===== src/rtl/round_timeout_ctrl.sv =====
// round_timeout_ctrl: per-round countdown supervisor with hit/timeout pulses.
// Optional PAUSE input enabled by defining ROUND_TIMEOUT_PAUSE_EN.
module round_timeout_ctrl #(
  parameter int SIZE = 4,
  parameter int DIV = 50,
  parameter int DEFAULT_LIMIT = 9
) (
  input  logic            CLKT,
  input  logic            R,
  input  logic            START,
  input  logic            HIT,
`ifdef ROUND_TIMEOUT_PAUSE_EN
  input  logic            PAUSE,
`endif
  input  logic [SIZE-1:0] LIMIT,
  output logic [SIZE-1:0] TEMPO,
  output logic            TICK,
  output logic            TIMEOUT,
  output logic            HIT_OK,
  output logic            BUSY
);
  localparam int PW = DIV > 1 ? $clog2(DIV) : 1;
  typedef enum logic [1:0] {IDLE, RUN, EXPIRED, ACK} state_t;
  state_t state;
  logic [PW-1:0] presc;
  logic frozen;
  logic wrap;
`ifdef ROUND_TIMEOUT_PAUSE_EN
  assign frozen = PAUSE;
`else
  assign frozen = 1'b0;
`endif
  assign wrap = presc == PW'(DIV - 1);
  always_ff @(posedge CLKT or negedge R)
    if (!R) begin
      state <= IDLE;
      TEMPO <= '0;
      presc <= '0;
      TICK <= 1'b0;
      TIMEOUT <= 1'b0;
      HIT_OK <= 1'b0;
      BUSY <= 1'b0;
    end else begin
      TICK <= 1'b0;
      TIMEOUT <= 1'b0;
      HIT_OK <= 1'b0;
      case (state)
        IDLE:
          if (START) begin
            TEMPO <= LIMIT == '0 ? SIZE'(DEFAULT_LIMIT) : LIMIT;
            presc <= '0;
            state <= RUN;
            BUSY <= 1'b1;
          end
        RUN:
          if (HIT) begin
            state <= ACK;
            HIT_OK <= 1'b1;
          end else if (!frozen) begin
            presc <= wrap ? '0 : presc + 1'b1;
            if (wrap) begin
              TICK <= 1'b1;
              TEMPO <= TEMPO - 1'b1;
              if (TEMPO == SIZE'(1)) begin
                state <= EXPIRED;
                TIMEOUT <= 1'b1;
              end
            end
          end
        EXPIRED: begin
          state <= IDLE;
          BUSY <= 1'b0;
        end
        default:
          // A held button keeps us here so it cannot satisfy the next round
          if (!HIT) begin
            state <= IDLE;
            BUSY <= 1'b0;
          end
      endcase
    end
endmodule


===== config.mk =====
export PLATFORM = sky130hd
export DESIGN_NAME = round_timeout_ctrl
export DESIGN_NICKNAME = d
export VERILOG_FILES = /design/src/rtl/round_timeout_ctrl.sv
export SDC_FILE = /design/constraint.sdc
export NUM_CORES = 1
export LEC_CHECK = 0
export CORE_MARGIN = 5
export CORE_UTILIZATION = 35
export CTS_CLUSTER_SIZE = 8
export DETAILED_ROUTE_END_ITERATION = 16
export GPL_ROUTABILITY_DRIVEN = 0
export HOLD_SLACK_MARGIN = 0.05
export SETUP_SLACK_MARGIN = 0.05
export SLEW_MARGIN = 20
export SYNTH_ARGS = -nofsm -noshare
export SYNTH_HDL_FRONTEND = slang
export SYNTH_SLANG_ARGS = --single-unit
export TNS_END_PERCENT = 1

===== constraint.sdc =====
create_clock -name CLKT -period 4.85 [get_ports CLKT]
set_input_delay 0.7275 -clock CLKT [delete_from_list [all_inputs] [get_ports CLKT]]
set_output_delay 0.7275 -clock CLKT [all_outputs]
set_load 0.02 [all_outputs]

# [Word level (Yosys, flattened, before mapping)]
# Index checks and enable logic that the tools add are counted.
[word_totals] word_cells=55 regBits=16 output_inout_bits=8
[op_classes] add_sub_neg=2 bitwise=1 eq_ne=11 muxes=27 reduce_logical=7
[ops] cell="2-to-1 mux 6 bit" n=3
[ops] cell="2-to-1 mux 4 bit" n=4
[ops] cell="one-hot mux 6 bit (2 select lines)" n=1
[ops] cell="2-to-1 mux 1 bit" n=11
[ops] cell="2-to-1 mux 2 bit" n=5
[ops] cell="one-hot mux 4 bit (2 select lines)" n=1
[ops] cell="AND reduction 4 bit" n=2
[ops] cell="adder 6 x 1 -> 6 bit, second input constant" n=1
[ops] cell="== test 6 bit, second input constant" n=1
[ops] cell="!= test 2 bit, second input constant" n=3
[ops] cell="!= test 3 bit, second input constant" n=2
[ops] cell="one-hot mux 2 bit (3 select lines)" n=1
[ops] cell="AND reduction 3 bit" n=2
[ops] cell="== test 4 x 1 -> 1 bit, second input constant" n=1
[ops] cell="zero test 4 bit" n=1
[ops] cell="!= test 4 x 1 -> 1 bit, second input constant" n=1
[ops] cell="subtractor 4 x 1 -> 4 bit, second input constant" n=1
[ops] cell="!= test 3 x 1 -> 1 bit, second input constant" n=1
[ops] cell="one-hot mux 1 bit (3 select lines)" n=1
[ops] cell="== test 2 x 1 -> 1 bit, second input constant" n=1
[ops] cell="== test 2 bit, second input constant" n=1
[ops] cell="zero test 2 bit" n=1
[ops] cell="nonzero test 2 bit" n=1
[ops] cell="inverter 1 bit" n=1

# [Longest topological paths before layout]
[depth] depth_word=5 ltp_mapped=7 depth_no_buf=6

# [Worst setup path after synthesis]
# Ideal clock, no wire load.
[synth_path] kind="input to register" from="input HIT" to="register TEMPO[0]" stages=4 slack_ns=2.928 path_buffers=0 arrival_ns=1.801 required_ns=4.728 setup_ns=0.122 path_cell_list="or3b_4 -> or3_4 -> and2_0 -> a32o_1"
[synth_between] elab_chain_len=2
[synth_rtl] element="start, declared" line_no="11" rtl="input logic HIT,"
[synth_rtl] element="!= test 2 bit (no line)"
[synth_rtl] element="AND reduction 4 bit (no line)"
[synth_rtl] element="end signal, assigned" line_no="50" rtl="TEMPO <= LIMIT == '0 ? SIZE'(DEFAULT_LIMIT) : LIMIT;"
[synth_rtl] element="end signal, assigned" line_no="63" rtl="TEMPO <= TEMPO - 1'b1;"
[synth_rtl] element="end, declared" line_no="16" rtl="output logic [SIZE-1:0] TEMPO,"
# No other way between the ends.
# A chain may end at the register's enable or synchronous reset.

# [Final worst setup path]
# Ends and elaborated chain as after synthesis.

==> results.json <==
{
  "area_growth_pct": 24.3,
  "ir_worst_vdd_v": 0.000248,
  "maxSlewViolCount": 0,
  "r2r_cells": 4,
  "yosysTopAreaCell": "dfrtp_1",
  "synth_seq_cells": 16,
  "hold_viol_final": 0,
  "cts_hold_buffers": 0,
  "status": "finished, final reports clean",
  "first_pass_iters": 4,
  "synthesis.area_um2": 890,
  "grt_usage_pct": 11.3,
  "yosys_most_used_dff": "dfrtp_1",
  "skew_ns": 0.00488,
  "initial_core_util_pct": 36.2,
  "antenna_left": 0,
  "grt_pass1_vias": 685,
  "synth_cell_types": 32,
  "core.rowCount": 18,
  "cts.sinks": 16,
  "synth_area_leaders": "dfrtp_1 (45%), ha_1 (5.6%), o21ai_0 (5.6%), nand3_1 (4.5%), nand2_1 (3.4%)",
  "io_pins": 16,
  "drt_iter0_markers": 17,
  "synth-async-reset-ratio_pct": 100,
  "setup_tns_ns": 0,
  "synth_nets": 108,
  "min_path_type": "flip-flop to flip-flop",
  "p_leak_nw": 0.475,
  "period_share_pct": 45.3,
  "htree_levels": 1,
  "drt_drc_violations_left": 0,
  "path_max_fanout": 6,
  "wire_per_inst_um": 12.7,
  "hold_depth": 1,
  "cts_max_path_buffers": 2,
  "cts-root-buf": "clkbuf_4",
  "endpoint_kind": "flip-flop",
  "synth_edf_count": 0,
  "max_freq_mhz": 455,
  "grt_pass1_wl_mm": 3.07,
  "grt_max_degree": 17,
  "cts_resized": 0,
  "worstSkewPairLatency_ns": 0.28,
  "critPathKind": "input port to flip-flop",
  "rsz0062_at_grt": "no",
  "avgViaCountPerCell": 5.15,
  "port_buffers": 15,
  "antenna_found_initial": 0,
  "die_w_um": 60.4,
  "utilization_pct": 45.1,
  "dieArea_um2": 3650,
  "nets": 126,
  "yosys.area.top_type_share_pct": 45.0,
  "core_um2": 2450,
  "maxCapViolCount": 0,
  "gr-total-overflow": 0,
  "yosysSeqAreaShare_pct": 45.0,
  "drive_gt1_share_pct": 8.85,
  "final_cell_mix": "dfrtp_1 (16), clkdlybuf4s50_1 (15), o21ai_0 (10)",
  "crit_arrival_ns": 2.38,
  "clk_pin_slew_ns": 0.09,
  "dp.final_hpwl_mm": 1.38,
  "cp_data_required_time_ns": 5.03,
  "final_common_cell": "dfrtp_1",
  "diodes": 0,
  "die_h_um": 60.4,
  "period_needed_ns": 2.20,
  "max-slew-margin-rel_pct": 50.5,
  "synth_warnings": 0,
  "vias": 737,
  "power.density_nw_per_um2": 503,
  "tritoncts": "yes",
  "tightest_slew_ns": 0.740,
  "numCtsBuffers": 3,
  "wl_mm": 1.81,
  "syn_avg_cell_area_um2": 9.27,
  "cts_setup_buffers": 0,
  "syn_inst": 96,
  "start_kind": "input port",
  "setup_viol": 0
}
-- state kept, by name, summed over array words and instances (netlist names) --
| name | count |
|---|---|
| TIMEOUT | 1 |
| TICK | 1 |
| BUSY | 1 |
| HIT_OK | 1 |
| state | 2 |
| TEMPO | 4 |
| presc | 6 |
-- path summary, 6_finish.rpt --
| path | startpoint | to | slack (ns) |
|---|---|---|---|
| max | HIT | TEMPO[0]$_DFFE_PN0P_ | 2.65 |
| min | presc[5]$_DFFE_PN0P_ | presc[5]$_DFFE_PN0P_ | 0.47 |
| max reg2reg | state[0]$_DFFE_PN0P_ | TEMPO[0]$_DFFE_PN0P_ | 2.99 |
| min reg2reg | presc[5]$_DFFE_PN0P_ | presc[5]$_DFFE_PN0P_ | 0.47 |
| max in group asynchronous | R | presc[4]$_DFFE_PN0P_ | 3.51 |
| min in group asynchronous | R | HIT_OK$_DFF_PN0_ | 0.87 |
-- cell type report --
class / instances / area, um^2
sequential: 16 / 400
inverter: 6 / 22.5
clock buffer: 4 / 36.3
tap: 30 / 37.5
multi-input combinational: 72 / 459
fill: 238 / 1350
timing repair buffer: 15 / 150
-- critical path: stages --
cell	delay, ns
clkdlybuf4s50_1	0.50
or3b_4	0.44
or3_4	0.35
and2_0	0.16
a32o_1	0.20
-- routing by layer --
metal | vias up | global-route usage [%] | routed length, um
met5 | - | 0 | 0
met4 | 0 | 5.57 | 12
met3 | 2 | 2.55 | 116
met2 | 19 | 17.1 | 831
met1 | 341 | 15.3 | 848
li1 | 375 | - | -
-- per-stage QoR --
step	worst slack (ns)	total power [W]	cells	area, um^2	hold slack, ns
6_report	2.65	0.000557	143	1110	0.474
5_1_grt	2.60	0.000610	143	1110	0.492
4_1_cts	2.65	0.000567	143	1110	0.478
3_5_place_dp	2.34	0.000475	139	1070	0.464
3_3_place_gp	2.38	0.000472	139	1070	0.476
2_1_floorplan	2.93	0.000380	96	890	0.432
-- power by group --
part	internal [W]	switching, W	leakage (nW)
logic	0.000115	0.000127	0.252
registers	0.000173	0.0000544	0.202
clock network	0.0000457	0.0000421	0.0210
-- synth_stat cells, drive strengths merged, types with 3 or more instances --
master / n
inv: 6
nand2: 8
o21ai: 10
nor3: 3
ha: 4
a21oi: 3
nand3: 8
nand2b: 4
nor2: 8
dfrtp: 16
-- cells by family (layout without fill, tap and decap cells) --
family	Yosys count	after routing	synth area share, %
AND/OR/NAND/NOR	42	42	25.3
AO/OA/AOI/OAI	26	26	20.7
flip-flops	16	16	45.0
buffers and inverters	8	25	3.38
adder cells (fa/ha/maj)	4	4	5.63
Power figures use the tool's default switching activity.
